[src/rtl/seq_sm_multiplier.sv]
`default_nettype none
// ============================================================================
//  Module   : seq_sm_multiplier
//  Purpose  : Iterative shift-add sign-magnitude fixed-point multiplier with a
//             start/busy/done handshake, fraction alignment, overflow
//             detection (optional saturation) and negative-zero suppression.
//  Revision : 1.0  initial release
// ============================================================================
module seq_sm_multiplier #(
   parameter int N    = 16,   // operand/result width including sign bit
   parameter int FRAC = 0,    // fractional bits removed from the full product
   parameter int SAT  = 1     // 1: saturate magnitude on overflow, 0: truncate
) (
   input  logic         clk,
   input  logic         rst,
   input  logic         start,
   input  logic [N-1:0] a,
   input  logic [N-1:0] b,
   output logic         busy,
   output logic         done,
   output logic [N-1:0] c,
   output logic         zero,
   output logic         neg,
   output logic         overflow,
   output logic         cout
);

   localparam int M  = N - 1;          // magnitude width
   localparam int W  = 2 * M;          // full product width
   localparam int CW = $clog2(N);      // counter width, holds M

   localparam logic [1:0] ST_IDLE = 2'd0;
   localparam logic [1:0] ST_RUN  = 2'd1;
   localparam logic [1:0] ST_DONE = 2'd2;

   logic [1:0]    state_q, state_d;
   logic [W-1:0]  mcand_q;
   logic [W-1:0]  acc_q;
   logic [M-1:0]  mplier_q;
   logic [CW-1:0] cnt_q;
   logic          sign_q;

   logic [N-1:0]  c_q;
   logic          zero_q, ovf_q, cout_q;

   logic          accept;
   logic          run_step;
   logic          run_last;

   logic [W-1:0]  prod_sh;
   logic          fin_ovf, fin_cout, fin_zero;
   logic [M-1:0]  fin_mag;
   logic [N-1:0]  fin_c;

   // A new operation is accepted whenever the unit is not iterating,
   // which includes the single DONE cycle (back-to-back issue).
   assign accept   = start && (state_q != ST_RUN);
   // The counter runs M iterations; the edge that finds it at zero only
   // finalises, giving N edges from the start edge to done.
   assign run_step = (state_q == ST_RUN) && (cnt_q != '0);
   assign run_last = (state_q == ST_RUN) && (cnt_q == '0);

   // State register.
   always_ff @(posedge clk) begin
      if (rst) state_q <= ST_IDLE;
      else     state_q <= state_d;
   end

   // Next-state logic.
   always_comb begin
      state_d = state_q;
      case (state_q)
         ST_IDLE: if (start) state_d = ST_RUN;
         ST_RUN:  if (cnt_q == '0) state_d = ST_DONE;
         ST_DONE: state_d = start ? ST_RUN : ST_IDLE;
         default: state_d = ST_IDLE;
      endcase
   end

   // Handshake outputs decoded from the current state.
   always_comb begin
      busy = 1'b0;
      done = 1'b0;
      case (state_q)
         ST_RUN:  busy = 1'b1;
         ST_DONE: done = 1'b1;
         default: ;
      endcase
   end

   // Operand latching and one shift-add iteration per RUN cycle.
   always_ff @(posedge clk) begin
      if (rst) begin
         mcand_q  <= '0;
         mplier_q <= '0;
         acc_q    <= '0;
         cnt_q    <= '0;
         sign_q   <= 1'b0;
      end else if (accept) begin
         mcand_q  <= {{M{1'b0}}, a[M-1:0]};
         mplier_q <= b[M-1:0];
         acc_q    <= '0;
         cnt_q    <= CW'(M);
         sign_q   <= a[N-1] ^ b[N-1];
      end else if (run_step) begin
         if (mplier_q[0]) acc_q <= acc_q + mcand_q;
         mcand_q  <= mcand_q << 1;
         mplier_q <= mplier_q >> 1;
         cnt_q    <= cnt_q - 1'b1;
      end
   end

   // Fraction alignment, overflow/saturation and sign packing of the product.
   always_comb begin
      prod_sh  = acc_q >> FRAC;
      fin_ovf  = |prod_sh[W-1:M];
      fin_cout = prod_sh[M];
      fin_mag  = (fin_ovf && (SAT != 0)) ? {M{1'b1}} : prod_sh[M-1:0];
      fin_zero = (fin_mag == '0);
      fin_c    = {(fin_zero ? 1'b0 : sign_q), fin_mag};
   end

   // Result registers, loaded on DONE entry and held until the next one.
   always_ff @(posedge clk) begin
      if (rst) begin
         c_q    <= '0;
         zero_q <= 1'b0;
         ovf_q  <= 1'b0;
         cout_q <= 1'b0;
      end else if (run_last) begin
         c_q    <= fin_c;
         zero_q <= fin_zero;
         ovf_q  <= fin_ovf;
         cout_q <= fin_cout;
      end
   end

   assign c        = c_q;
   assign zero     = zero_q;
   assign neg      = c_q[N-1];
   assign overflow = ovf_q;
   assign cout     = cout_q;

endmodule
`default_nettype wire
[config.mk]
export PLATFORM = sky130hd
export DESIGN_NAME = seq_sm_multiplier
export DESIGN_NICKNAME = d
export VERILOG_FILES = /design/src/rtl/seq_sm_multiplier.sv
export SDC_FILE = /design/constraint.sdc
export NUM_CORES = 1
export LEC_CHECK = 0
export CORE_AREA = 2 2 151 153
export DETAILED_ROUTE_END_ITERATION = 6
export DIE_AREA = 0 0 153 155
export GPL_TIMING_DRIVEN = 0
export SYNTH_ARGS = -nofsm -noshare
export SYNTH_HDL_FRONTEND = slang
export SYNTH_SLANG_ARGS = --single-unit
[constraint.sdc]
create_clock -name clk -period 4.31 [get_ports clk]
set_input_delay 1.293 -clock clk [delete_from_list [all_inputs] [get_ports clk]]
set_output_delay 1.293 -clock clk [all_outputs]
set_load 0.01 [all_outputs]
# Yosys cells after proc, flatten, opt, wreduce, memory -nomap -nowiden
# Index checks and enable logic that the tools add are counted.
# word_totals
regBits,101
latch_bits,0
mem_bits_rw,0
mem_bits_ro,0
in_bits,35
output_inout_bits,22
wordCells,45
memories,0
# classes
n_addsub,2
multipliers,0
div,0
magnitude_cmp,0
eq_ne,5
n_shift,0
mux,14
bitwise_logic,1
n_reduce_logical,12
# ops
cell,n
2-to-1 mux 15 bit,5
adder 30 bit,1
zero test 15 bit,1
OR reduction 15 bit,1
2-to-1 mux 4 bit,2
case mux 2 bit (3 select lines),1
zero test 4 bit,1
2-to-1 mux 1 bit,4
2-to-1 mux 2 bit,2
"inequality test 2 x 1 -> 1 bit, second input constant",2
AND reduction 2 bit,2
nonzero test 4 bit,1
"subtractor 4 x 1 -> 4 bit, second input constant",1
logical AND 1 bit,3
"== test 2 x 1 -> 1 bit, second input constant",1
"== test 2 bit, second input constant",1
zero test 2 bit,1
"inequality test 2 bit, second input constant",1
nonzero test 2 bit,1
OR reduction 2 bit,1
XOR 1 bit,1

# Depth between registers and ports, before layout
# logic_depth
ltp_word,4
ltp_mapped,12

# Least setup slack after synthesis
# Ideal clock, no wire load.
# synth_path
kind,input to register
start,input port start
end,register mplier_q[10]
setup_ps,70
t_arrival_ps,2444
slack_ps,1795
path_stages,7
path_buffers,3
cell_sequence,and2_1 -> clkbuf_1 -> nor2_1 -> clkbuf_1 -> buf_1 -> nand2_1 -> a21oi_1
# synth_via
elab_chain_cells,2
# synth_rtl
item,line,source
"start, declared",16,"input logic start,"
logical AND 1 bit *,57,assign accept = start && (state_q != ST_RUN);
2-to-1 mux 15 bit / nonzero test 2 bit (equally long branches),-,
"end signal, assigned",101,mplier_q <= b[M-1:0];
"end signal, assigned",108,mplier_q <= mplier_q >> 1;
"end, declared",39,logic [M-1:0] mplier_q;
# Mark *: on every way between the ends. The rest lies on a longest branch, timed or not.
# A chain may end at the register's enable or synchronous reset.

# Final worst setup path
# layout_path
start,input port start
end,register mplier_q[8]
# The elaborated chain is that of the path after synthesis.

==> impl_metrics.csv <==
group,metric,value,unit
clock_tree,htreeDepth,3,
logic_synthesis,netlist.area_leader.share,0.388,
setup_path,crit_slowest_cell,"clkdlybuf4s50_1",
clock_tree,cts_max_path_buffers,2,
setup_path,start_kind,"input pin",
die,chipHeight,155,um
sta,fin_crit_sh,0.715,
final_layout,layout.nets,800,
hold_path,hold_class,"register to register",
placement,place_ws,0.867,ns
sta,maxSlewViolCount,0,
logic_synthesis,synth_ff_type,"dfxtp_1",
drt,via_count,4911,
logic_synthesis,ys_seq_area_frac,0.388,
final_layout,drive_gt1_frac,0.0284,
final_layout,antenna_cells,0,
die,initial_utilization,0.235,
sta,relSlewSlack,0.504,
run,cap_violations,0,
setup_path,endpoint_kind,"register",
drt,first_iter_violations,274,
die,dieArea,23700,sq um
logic_synthesis,syn-instance-count,667,
logic_synthesis,synth_common_cells,"121 x nand2_1, 101 x dfxtp_1, 91 x a21oi_1, 52 x nor2_1, 45 x nor3_1",
sta,finalHoldViolCount,0,
die,placementRows,55,
sta,setup_ws,1.23,ns
logic_synthesis,async_reset_ff_frac,0,
global_routing,grt_pass1_wl,24100,um
power_and_ir_drop,p_leak,0.00230,uW
setup_path,crit_chain,"clkdlybuf4s50_1 -> and2_1 -> clkbuf_1 -> nor2_1 -> clkbuf_1 -> buf_1 -> nand2_1 -> a21oi_1",
placement,gp_congestion,0.880,
logic_synthesis,synth_cell_types,51,
sta,max_freq,0.325,GHz
die,design.core.area,22200,sq um
sta,worst_pin_slew,0.741,ns
final_layout,synthToLayoutAreaGrowth,22.7,%
final_layout,multi_input_area,3010,sq um
setup_path,crit_type,"input pin to register",
setup_path,cp_slowest_stage_delay,0.46,ns
logic_synthesis,yosys.area.top_type,"dfxtp_1",
drt,drt_first_pass_iters,5,
sta,post-route-min-period,3.08,ns
global_routing,grt_max_degree,17,
clock_tree,clockRootBuffer,"clkbuf_16",
global_routing,grt_pass1_vias,4703,
drt,routed_wire_length_per_instance,14.4,um
setup_path,crit_arrival,3.36,ns
power_and_ir_drop,p_per_area,321,nW/um^2
global_routing,gr-total-overflow,0,
logic_synthesis,post_synth.cell_area_avg,7.82,sq um
drt,ant_nets,0,
global_routing,track_usage,0.125,
final_layout,fill_cells,2377,
placement,post-dp-hpwl,11200,um
final_layout,ff_latch_area,2020,sq um
logic_synthesis,synth_edf_count,0,
sta,tns,0,ns
drt,via_per_inst,4.80,
status,run_status,"finished clean",
clock_tree,cts_resized,0,
placement,io_buffers,56,
drt,wirelength,14700,um
clock_tree,postCtsSetupRepairBufs,0,
clock_tree,cts.reportedPaths.clkPinSlew,0.07,ns
logic_synthesis,ys_ff_latch,101,
logic_synthesis,netlist_top_cells_area,"dfxtp_1 39%, a21oi_1 8.7%, nand2_1 8.7%, ha_1 7.2%, nor3_1 4.3%",
clock_tree,numCtsBuffers,9,
power_and_ir_drop,vdd.ir_drop.worst,0.207,mV
sta,rsz0062_at_grt,"no",
setup_path,required,4.59,ns
sta,setup-violations-final,0,
sta,fin_worst_skew,0.00943,ns
logic_synthesis,synth_warnings,0,
logic_synthesis,synth.most_common_cell,"nand2_1",
clock_tree,clock_latency,0.36,ns
logic_synthesis,syn_nets,733,
setup_path,path_max_fanout,10,
logic_synthesis,syn-cell-area,5220,sq um
clock_tree,clock-sinks,101,
die,die_w,153,um
clock_tree,cts_hold_buf,0,
die,ios,57,
global_routing,antenna_found_initial,0,
clock_tree,cts_tree,"built",
setup_path,cp_common_cell,"clkbuf_1",
drt,drc,0,
-- state kept, by name (all words and copies together) (netlist names) --
name,count
acc_q,30
c,16
cnt_q,4
cout,1
mcand_q,30
mplier_q,15
overflow,1
sign_q,1
state_q,2
zero,1
-- where the power goes --
group / leakage (uW) / internal [uW] / total [uW] / switching, uW
clock network: 0.000134 / 395 / 766 / 372
registers: 0.000821 / 975 / 1010 / 32.4
logic: 0.00134 / 120 / 283 / 164
-- cell usage in the layout (no fill, tap or decap), types with 5 or more instances in the layout --
master,instances
a211oi_1,7
a21boi_1,5
a21o_1,13
a21oi_1,91
a22oi_1,29
buf_1,5
clkbuf_1,32
clkbuf_16,9
clkdlybuf4s50_1,56
dfxtp_1,101
ha_1,30
inv_1,10
nand2_1,121
nand2b_1,6
nand3_1,9
nand4_1,8
nor2_1,52
nor2b_1,9
nor3_1,45
nor4_1,8
o21a_1,7
o21ai_0,10
o21ai_1,9
xnor2_1,15
-- cells by family (layout without fill, tap and decap cells) --
| logic type | Yosys count | in the layout | synth area share |
|---|---|---|---|
| simple gates | 278 | 278 | 0.244 |
| compound gates | 190 | 190 | 0.224 |
| flops | 101 | 101 | 0.388 |
| buf+inv | 47 | 119 | 0.0348 |
| fa+ha+maj | 31 | 31 | 0.0758 |
| xor+xnor | 19 | 19 | 0.0319 |
| mux | 1 | 1 | 0.00192 |
-- metrics by stage --
stage / hold slack (ns) / cell area (sq um) / utilization / power, uW / cells
finish: 0.459 / 6400 / 0.288 / 2060 / 1024
global route: 0.479 / 6400 / 0.288 / 2150 / 1024
CTS: 0.459 / 6400 / 0.288 / 2080 / 1024
detailed placement: 0.450 / 6130 / 0.276 / 1310 / 1008
global placement: 0.446 / 6130 / 0.276 / 1310 / 1008
floorplan: 0.436 / 5220 / - / 1190 / 667
-- final timing paths --
| check | depth (start not counted) | endpoint | slack (ns) | from |
|---|---|---|---|---|
| worst max register to register | 12 | acc_q[28] | 1.29 | acc_q[0] |
| worst min register to register | 2 | mplier_q[9] | 0.46 | mplier_q[9] |
| worst max-delay path | 8 | mplier_q[8] | 1.23 | start |
| worst min-delay path | 2 | mplier_q[9] | 0.46 | mplier_q[9] |
-- critical path: cells and delay by family --
| kind | cells | cell delay, ns |
|---|---|---|
| buffers and inverters | 4 | 1.49 |
| AOI/OAI and AO/OA | 1 | 0.14 |
| and+or+nand+nor | 3 | 0.43 |
-- area by class of cell --
type	count	area share
Inverter	10	0.00586
Clock inverter	5	0.00567
Tap cell	285	0.0557
Sequential cell	101	0.316
Clock buffer	11	0.0364
Timing Repair Buffer	56	0.0876
Multi-Input combinational cell	519	0.470
Buffer	37	0.0225
-- routing by layer --
metal / global-route usage / wire length [um]
met1: 0.165 / 6980
met2: 0.201 / 6630
met5: 0 / 0
met3: 0.0256 / 779
met4: 0.0485 / 331
Note: power is estimated with default switching activity, not from simulation.
